[src/rtl/mac_tile_scheduler.sv]
// Tile sequencer for a MAC array computing y = W*x: walks row/column blocks of W,
// handshakes each operand tile, feeds partial sums back and keeps y in a readable buffer.
module mac_tile_scheduler #(
    parameter int DATA_WIDTH   = 16,
    parameter int ACC_WIDTH    = 32,
    parameter int FRAC_BITS    = 8,
    parameter int TILE_SIZE    = 16,
    parameter int OUT_SIZE     = 40,
    parameter int D_INNER      = 256,
    parameter int WAIT_TIMEOUT = 1024,
    localparam int N_ROWBLK    = (OUT_SIZE + TILE_SIZE - 1) / TILE_SIZE,
    localparam int N_COLBLK    = D_INNER / TILE_SIZE,
    localparam int RB_W        = (N_ROWBLK > 1) ? $clog2(N_ROWBLK) : 1,
    localparam int CB_W        = (N_COLBLK > 1) ? $clog2(N_COLBLK) : 1,
    localparam int ADDR_W      = (OUT_SIZE > 1) ? $clog2(OUT_SIZE) : 1
) (
    input  logic                            clk,
    input  logic                            rst_n,
    input  logic                            start,
    output logic                            busy,
    output logic                            done,
    output logic                            err,
    output logic                            tile_req,
    input  logic                            tile_rdy,
    output logic [RB_W-1:0]                 rb_idx,
    output logic [CB_W-1:0]                 cb_idx,
    output logic [2:0]                      arr_mode,
    output logic                            arr_valid_in,
    output logic                            arr_accumulate_en,
    output logic [TILE_SIZE*ACC_WIDTH-1:0]  arr_acc_in_vec,
    input  logic                            arr_done_tile,
    input  logic [TILE_SIZE*DATA_WIDTH-1:0] arr_result_vec,
    input  logic [ADDR_W-1:0]               y_rd_addr,
    output logic [DATA_WIDTH-1:0]           y_rd_data
);

    localparam int CNT_MAX = (WAIT_TIMEOUT > TILE_SIZE) ? WAIT_TIMEOUT : TILE_SIZE;
    localparam int CNT_W   = $clog2(CNT_MAX) + 1;

    typedef enum logic [2:0] {
        S_IDLE,
        S_FETCH,
        S_ISSUE,
        S_WAIT,
        S_WB,
        S_DONE
    } state_t;

    state_t                state_q, state_d;
    logic [CNT_W-1:0]      cnt_q, cnt_d;
    logic [RB_W-1:0]       rb_q, rb_d;
    logic [CB_W-1:0]       cb_q, cb_d;
    logic [DATA_WIDTH-1:0] y_buf_q [OUT_SIZE];

    logic last_col;
    logic last_row;
    logic issue_last;
    logic wait_expired;
    logic acc_phase;
    logic acc_drive;
    logic buf_clr;
    logic buf_wr;

    assign last_col     = (cb_q == CB_W'(N_COLBLK - 1));
    assign last_row     = (rb_q == RB_W'(N_ROWBLK - 1));
    assign issue_last   = (cnt_q == CNT_W'(TILE_SIZE - 1));
    assign wait_expired = (cnt_q == CNT_W'(WAIT_TIMEOUT - 1));

    // State register
    always_ff @(posedge clk or negedge rst_n) begin
        if (!rst_n) begin
            state_q <= S_IDLE;
            cnt_q   <= '0;
            rb_q    <= '0;
            cb_q    <= '0;
        end else begin
            state_q <= state_d;
            cnt_q   <= cnt_d;
            rb_q    <= rb_d;
            cb_q    <= cb_d;
        end
    end

    // Next-state logic; cnt_q times both the issue burst and the WAIT watchdog
    always_comb begin
        state_d = state_q;
        cnt_d   = cnt_q;
        rb_d    = rb_q;
        cb_d    = cb_q;
        case (state_q)
            S_IDLE: begin
                if (start) begin
                    state_d = S_FETCH;
                    cnt_d   = '0;
                    rb_d    = '0;
                    cb_d    = '0;
                end
            end
            S_FETCH: begin
                if (tile_rdy) begin
                    state_d = S_ISSUE;
                    cnt_d   = '0;
                end
            end
            S_ISSUE: begin
                if (issue_last) begin
                    state_d = S_WAIT;
                    cnt_d   = '0;
                end else begin
                    cnt_d = cnt_q + CNT_W'(1);
                end
            end
            S_WAIT: begin
                if (arr_done_tile) begin
                    state_d = S_WB;
                    cnt_d   = '0;
                end else if (wait_expired) begin
                    state_d = S_IDLE;
                    cnt_d   = '0;
                end else begin
                    cnt_d = cnt_q + CNT_W'(1);
                end
            end
            S_WB: begin
                if (last_col) begin
                    cb_d = '0;
                    if (last_row) begin
                        rb_d    = '0;
                        state_d = S_DONE;
                    end else begin
                        rb_d    = rb_q + RB_W'(1);
                        state_d = S_FETCH;
                    end
                end else begin
                    cb_d    = cb_q + CB_W'(1);
                    state_d = S_FETCH;
                end
            end
            S_DONE: begin
                state_d = S_IDLE;
            end
            default: begin
                state_d = S_IDLE;
            end
        endcase
    end

    // Output decode
    always_comb begin
        busy         = 1'b0;
        done         = 1'b0;
        err          = 1'b0;
        tile_req     = 1'b0;
        arr_valid_in = 1'b0;
        acc_phase    = 1'b0;
        buf_clr      = 1'b0;
        buf_wr       = 1'b0;
        case (state_q)
            S_IDLE: begin
                buf_clr = start;
            end
            S_FETCH: begin
                busy      = 1'b1;
                tile_req  = 1'b1;
                acc_phase = 1'b1;
            end
            S_ISSUE: begin
                busy         = 1'b1;
                arr_valid_in = 1'b1;
                acc_phase    = 1'b1;
            end
            S_WAIT: begin
                busy      = 1'b1;
                acc_phase = 1'b1;
                err       = !arr_done_tile && wait_expired;
            end
            S_WB: begin
                busy   = 1'b1;
                buf_wr = 1'b1;
            end
            S_DONE: begin
                done = 1'b1;
            end
            default: begin
                busy = 1'b0;
            end
        endcase
        acc_drive         = acc_phase && (cb_q != '0);
        arr_accumulate_en = acc_drive;
    end

    // Partial-sum buffer; rows beyond OUT_SIZE in the last row block never match an entry
    always_ff @(posedge clk or negedge rst_n) begin
        if (!rst_n) begin
            for (int e = 0; e < OUT_SIZE; e++) begin
                y_buf_q[e] <= '0;
            end
        end else if (buf_clr) begin
            for (int e = 0; e < OUT_SIZE; e++) begin
                y_buf_q[e] <= '0;
            end
        end else if (buf_wr) begin
            for (int e = 0; e < OUT_SIZE; e++) begin
                if ((e / TILE_SIZE) == int'(rb_q)) begin
                    y_buf_q[e] <= arr_result_vec[(e % TILE_SIZE)*DATA_WIDTH +: DATA_WIDTH];
                end
            end
        end
    end

    function automatic logic [ADDR_W-1:0] row_addr(input int blk, input int lane);
        int r;
        r = blk * TILE_SIZE + lane;
        return (r < OUT_SIZE) ? ADDR_W'(r) : '0;
    endfunction

    // Feedback lanes: Q8.8 buffer entry widened to the array's Q16.16 accumulator format
    for (genvar gi = 0; gi < TILE_SIZE; gi++) begin : g_lane
        logic [DATA_WIDTH-1:0]        lane_src;
        logic signed [ACC_WIDTH-1:0]  lane_ext;

        always_comb begin
            lane_src = '0;
            for (int b = 0; b < N_ROWBLK; b++) begin
                if ((b * TILE_SIZE + gi < OUT_SIZE) && (int'(rb_q) == b)) begin
                    lane_src = y_buf_q[row_addr(b, gi)];
                end
            end
            lane_ext = ACC_WIDTH'($signed(lane_src));
        end

        assign arr_acc_in_vec[gi*ACC_WIDTH +: ACC_WIDTH] =
            acc_drive ? ACC_WIDTH'(lane_ext <<< FRAC_BITS) : '0;
    end

    assign y_rd_data = (int'(y_rd_addr) < OUT_SIZE) ? y_buf_q[y_rd_addr] : '0;
    assign arr_mode  = 3'b000;
    assign rb_idx    = rb_q;
    assign cb_idx    = cb_q;

endmodule
[config.mk]
export PLATFORM = sky130hd
export DESIGN_NAME = mac_tile_scheduler
export DESIGN_NICKNAME = d
export VERILOG_FILES = /design/src/rtl/mac_tile_scheduler.sv
export SDC_FILE = /design/constraint.sdc
export NUM_CORES = 2
export LEC_CHECK = 0
export BUFFER_PORTS_ARGS = -buffer_cell sky130_fd_sc_hd__buf_2
export CAP_MARGIN = 20
export CORE_AREA = 2 2 315 317
export DETAILED_ROUTE_END_ITERATION = 12
export DIE_AREA = 0 0 317 319
export GPL_TIMING_DRIVEN = 0
export PLACE_DENSITY = 0.65
export RECOVER_POWER = 100
export SYNTH_ARGS = -nofsm -noshare
export SYNTH_HDL_FRONTEND = slang
export SYNTH_SLANG_ARGS = --single-unit
[constraint.sdc]
create_clock -name clk -period 3.85 [get_ports clk]
set_input_delay 0.77 -clock clk [delete_from_list [all_inputs] [get_ports clk]]
set_output_delay 0.77 -clock clk [all_outputs]
set_load 0.05 [all_outputs]
==> results.txt <==
Final-report max-slew violation count -> 210
Final worst setup slack -> -324 ps
GR Overflow Total -> 0
Crit path capture type -> flop
CP top delay family -> buffers and inverters
Top cells by area, synth -> dfrtp_1 43%, nand2_1 13%, a21oi_1 10%, mux2i_1 9.1%, mux4_2 7.9%
CP Class -> reg2reg
Final Hold Viols -> 0
Cell variety after synth -> 60
Worst Path Buf+Inv -> 5
R2r setup slk -> -320 ps
Startpoint types -> flop
Hold_buf cts -> 0
CTS root buf -> clkbuf_16
Logic pwr share -> 33.2%
Longest Clk Path Bufs -> 3
Crit-path slowest cell -> clkbuf_1
DR WL/cell -> 29.7 microns
Crit path DAT -> 4650 ps
IR drop worst, VDD -> 0.278 mV
Max incr delay on CP -> 990 ps
Filler cells -> 9496
H-tree levels -> 3
Worst EP required -> 4330 ps
Leading area contributor after synthesis -> dfrtp_1
Synth top area share -> 42.9%
Chip width -> 317 microns
FF/Latch Area -> 16500 sq um
Starting DRT DRC Count -> 6071
Routed WL -> 199 mm
Failing checks -> max-capacitance violations, max-slew violations, negative setup slack
Global routing usage on met1 -> 46.9%
Max Cap Viol -> 2
Worst r2r path cells -> 7
Final Skew -> 14.0 ps
Clock share of power -> 30.0%
FP Rows -> 115
Drt via density -> 5.87
Sink Count -> 660
CP Cell Sequence -> clkbuf_1, nor4b_1, buf_2, clkbuf_1, clkbuf_1, clkbuf_1, a21oi_1
R2r endpoint -> y_buf_q[249]$_DFFE_PN0P_
Global route hottest layer -> met2
Tot GR Track Use -> 38.4%
Vias in the first global route -> 36400
TritonRoute pass-1 iters -> 6
Die Area -> 101000 sq um
Inserted Clock Buffers -> 77
Ys flop type -> dfrtp_1
Critical Path Start -> state_q[0]$_DFFE_PN0P_
Post-route DRC violation count -> 0
Psw -> 10300 uW
Share of layout cells above drive strength 1 -> 27.4%
Max Clk Rate -> 240 MHz
Clock-pin slew on the worst setup and hold paths -> 60 ps
Final ANT Viol Nets -> 0
Area grow syn2layout -> 23.7%
EDFF count, synth -> 0
RePlAce Congestion -> 1.09
Sequential fraction of design power -> 36.9%
Post-Place Worst Slack -> -788 ps
Levels on crit path -> 7
Initial antenna violation count -> 32
Critical path endpoint -> y_buf_q[249]$_DFFE_PN0P_
Leakage -> 0.0212 uW
Core footprint -> 97700 sq um
Setup Viol. Count Final -> 201
Syn Area/Cell -> 8.66 sq um
Synth Warn # -> 0
Worst-Skew Late Latency -> 640 ps
Max FO, Critical Path -> 10
FFs w/ async S/R, synth -> 100%
Met2 Use GR -> 56.1%
Final Power -> 25000 uW
CTS tree -> built
Initial core utilization -> 39.4%
Met3 usage -> 11.7%
Largest net degree at the start of global routing -> 113
Seq cells post-synth -> 660
IO buf count -> 675
Register area share after synthesis -> 42.9%
First-pass GRT wire length -> 273 mm
Status -> finished with violations
# IOs -> 810
Minimum clock period -> 4170 ps
P per Cell Area -> 523 nW/um^2
Worst-Margin Slew -> 2720 ps
Most frequent CP cell -> clkbuf_1
Synth Instances -> 4452
Multi-input gate area -> 19400 sq um
Final nets -> 5617
Sw Share -> 41.3%
Die extent in y -> 319 microns
Unrepaired setup endpoints after global routing -> yes
DP HPWL -> 157 mm
Hold crit path type -> in2async
DR vias -> 39400
Final period util -> 108%
Int Pwr -> 14600 uW
RR Startpoint -> state_q[0]$_DFFE_PN0P_
Relative slew slack -> -81.7%
Worst hold slack -> 172 ps
Mapped cell area -> 38500 sq um
==> registers in the layout, summed over array words and instances (netlist names) <==
register	flops
y_buf_q	640
rb_idx	2
cnt_q	11
cb_idx	4
state_q	3
==> layer usage <==
metal / vias to the layer above / part of all wire (%) / routed length [microns]
met2: 3142 / 43 / 85000
met1: 19000 / 35 / 70000
met5: - / 0.036 / 71
met4: 12 / 9.9 / 19700
met3: 766 / 12 / 24700
li1: 16400 / - / -
==> metrics by stage <==
step	area, sq um	instances	util [%]	setup TNS (ps)
CTS	47500	6686	48.6	-104
floorplan	39000	4582	-	-6910
detailed placement	44200	6554	45.3	-42810
finish	47700	6708	48.8	-19930
global placement	44000	6544	45.1	-8396870
global route	47700	6704	48.8	-3770
==> timing repair <==
action	in CTS	in global routing
pin swaps	4	1
gates resized for setup	243	81
buffers inserted	2	1
setup endpoints to repair	400	282
==> how the worst min path moves through the flow <==
stage | from | to | slack (ps)
6_report | rst_n | y_buf_q[291]$_DFFE_PN0P_ | 170
5_1_grt | rst_n | y_buf_q[291]$_DFFE_PN0P_ | 230
4_1_cts | rst_n | y_buf_q[36]$_DFFE_PN0P_ | 210
3_5_place_dp | cnt_q[3]$_DFFE_PN0P_ | cnt_q[3]$_DFFE_PN0P_ | 520
3_3_place_gp | cnt_q[0]$_DFFE_PN0P_ | cnt_q[0]$_DFFE_PN0P_ | 510
2_1_floorplan | rst_n | cb_idx[0]$_DFFE_PN0P_ | 470
==> power by group through the flow <==
stage	logic, uW	registers (uW)	clock network, uW
4_1_cts	7980	9080	7450
2_1_floorplan	4960	8560	0
5_1_grt	8620	9200	7740
3_5_place_dp	7780	9190	0
3_3_place_gp	7700	9170	0
6_report	8270	9200	7480
==> layout by cell type, fill, tap and decap left out, drive strengths merged, types with 5 or more instances in the layout <==
| cell | instances |
|---|---|
| a21oi | 779 |
| dfrtp | 660 |
| conb | 131 |
| nand3 | 12 |
| nor3 | 5 |
| nor2b | 7 |
| mux4 | 136 |
| or3 | 5 |
| o22ai | 19 |
| inv | 6 |
| o221ai | 9 |
| and2 | 5 |
| nand2 | 1304 |
| o21ai | 18 |
| a211oi | 11 |
| a22oi | 12 |
| mux2i | 352 |
| nor2 | 414 |
| clkbuf | 640 |
| diode | 21 |
| a22o | 12 |
| a211o | 5 |
| buf | 782 |
| nand2b | 5 |
| clkinv | 10 |
| o22a | 5 |
==> worst register-to-register path, stage by stage, from the launching register on <==
cell      delay, ps
dfrtp_1         410
clkbuf_1        230
nor4b_1         470
buf_2           270
clkbuf_1        840
clkbuf_1       1000
clkbuf_1        690
a21oi_1         100
==> cell families after synthesis <==
family / count (synthesis) / synth area share [%]
adder cells (fa/ha/maj): 3 / 0.0974
AND/OR/NAND/NOR: 1780 / 17.8
buffers and inverters: 624 / 9.75
XOR/XNOR: 3 / 0.0682
flip-flops: 660 / 42.9
multiplexers: 490 / 17.1
other: 1 / 0.00973
AO/OA/AOI/OAI: 891 / 12.3
==> layout make-up <==
class | instances | share of cell area (%)
timing repair buffer | 688 | 7.74
inverter | 5 | 0.0394
clock inverter | 15 | 0.383
sequential | 660 | 34.6
buffer | 617 | 8.31
clock buffer | 117 | 4.82
tap | 1287 | 3.38
antenna | 21 | 0.110
multi-input combinational | 3298 | 40.6
==> cells in the mapped netlist (12+ instances only) <==
cell	n
a21oi_1	779
a22o_1	12
a22oi_1	12
buf_1	15
buf_2	109
buf_4	266
buf_6	36
clkbuf_1	192
dfrtp_1	660
mux2i_1	352
mux4_2	136
nand2_1	1303
nand3_1	12
nor2_1	414
o21ai_0	17
o22ai_1	19
(Power assumes the default switching activity.)
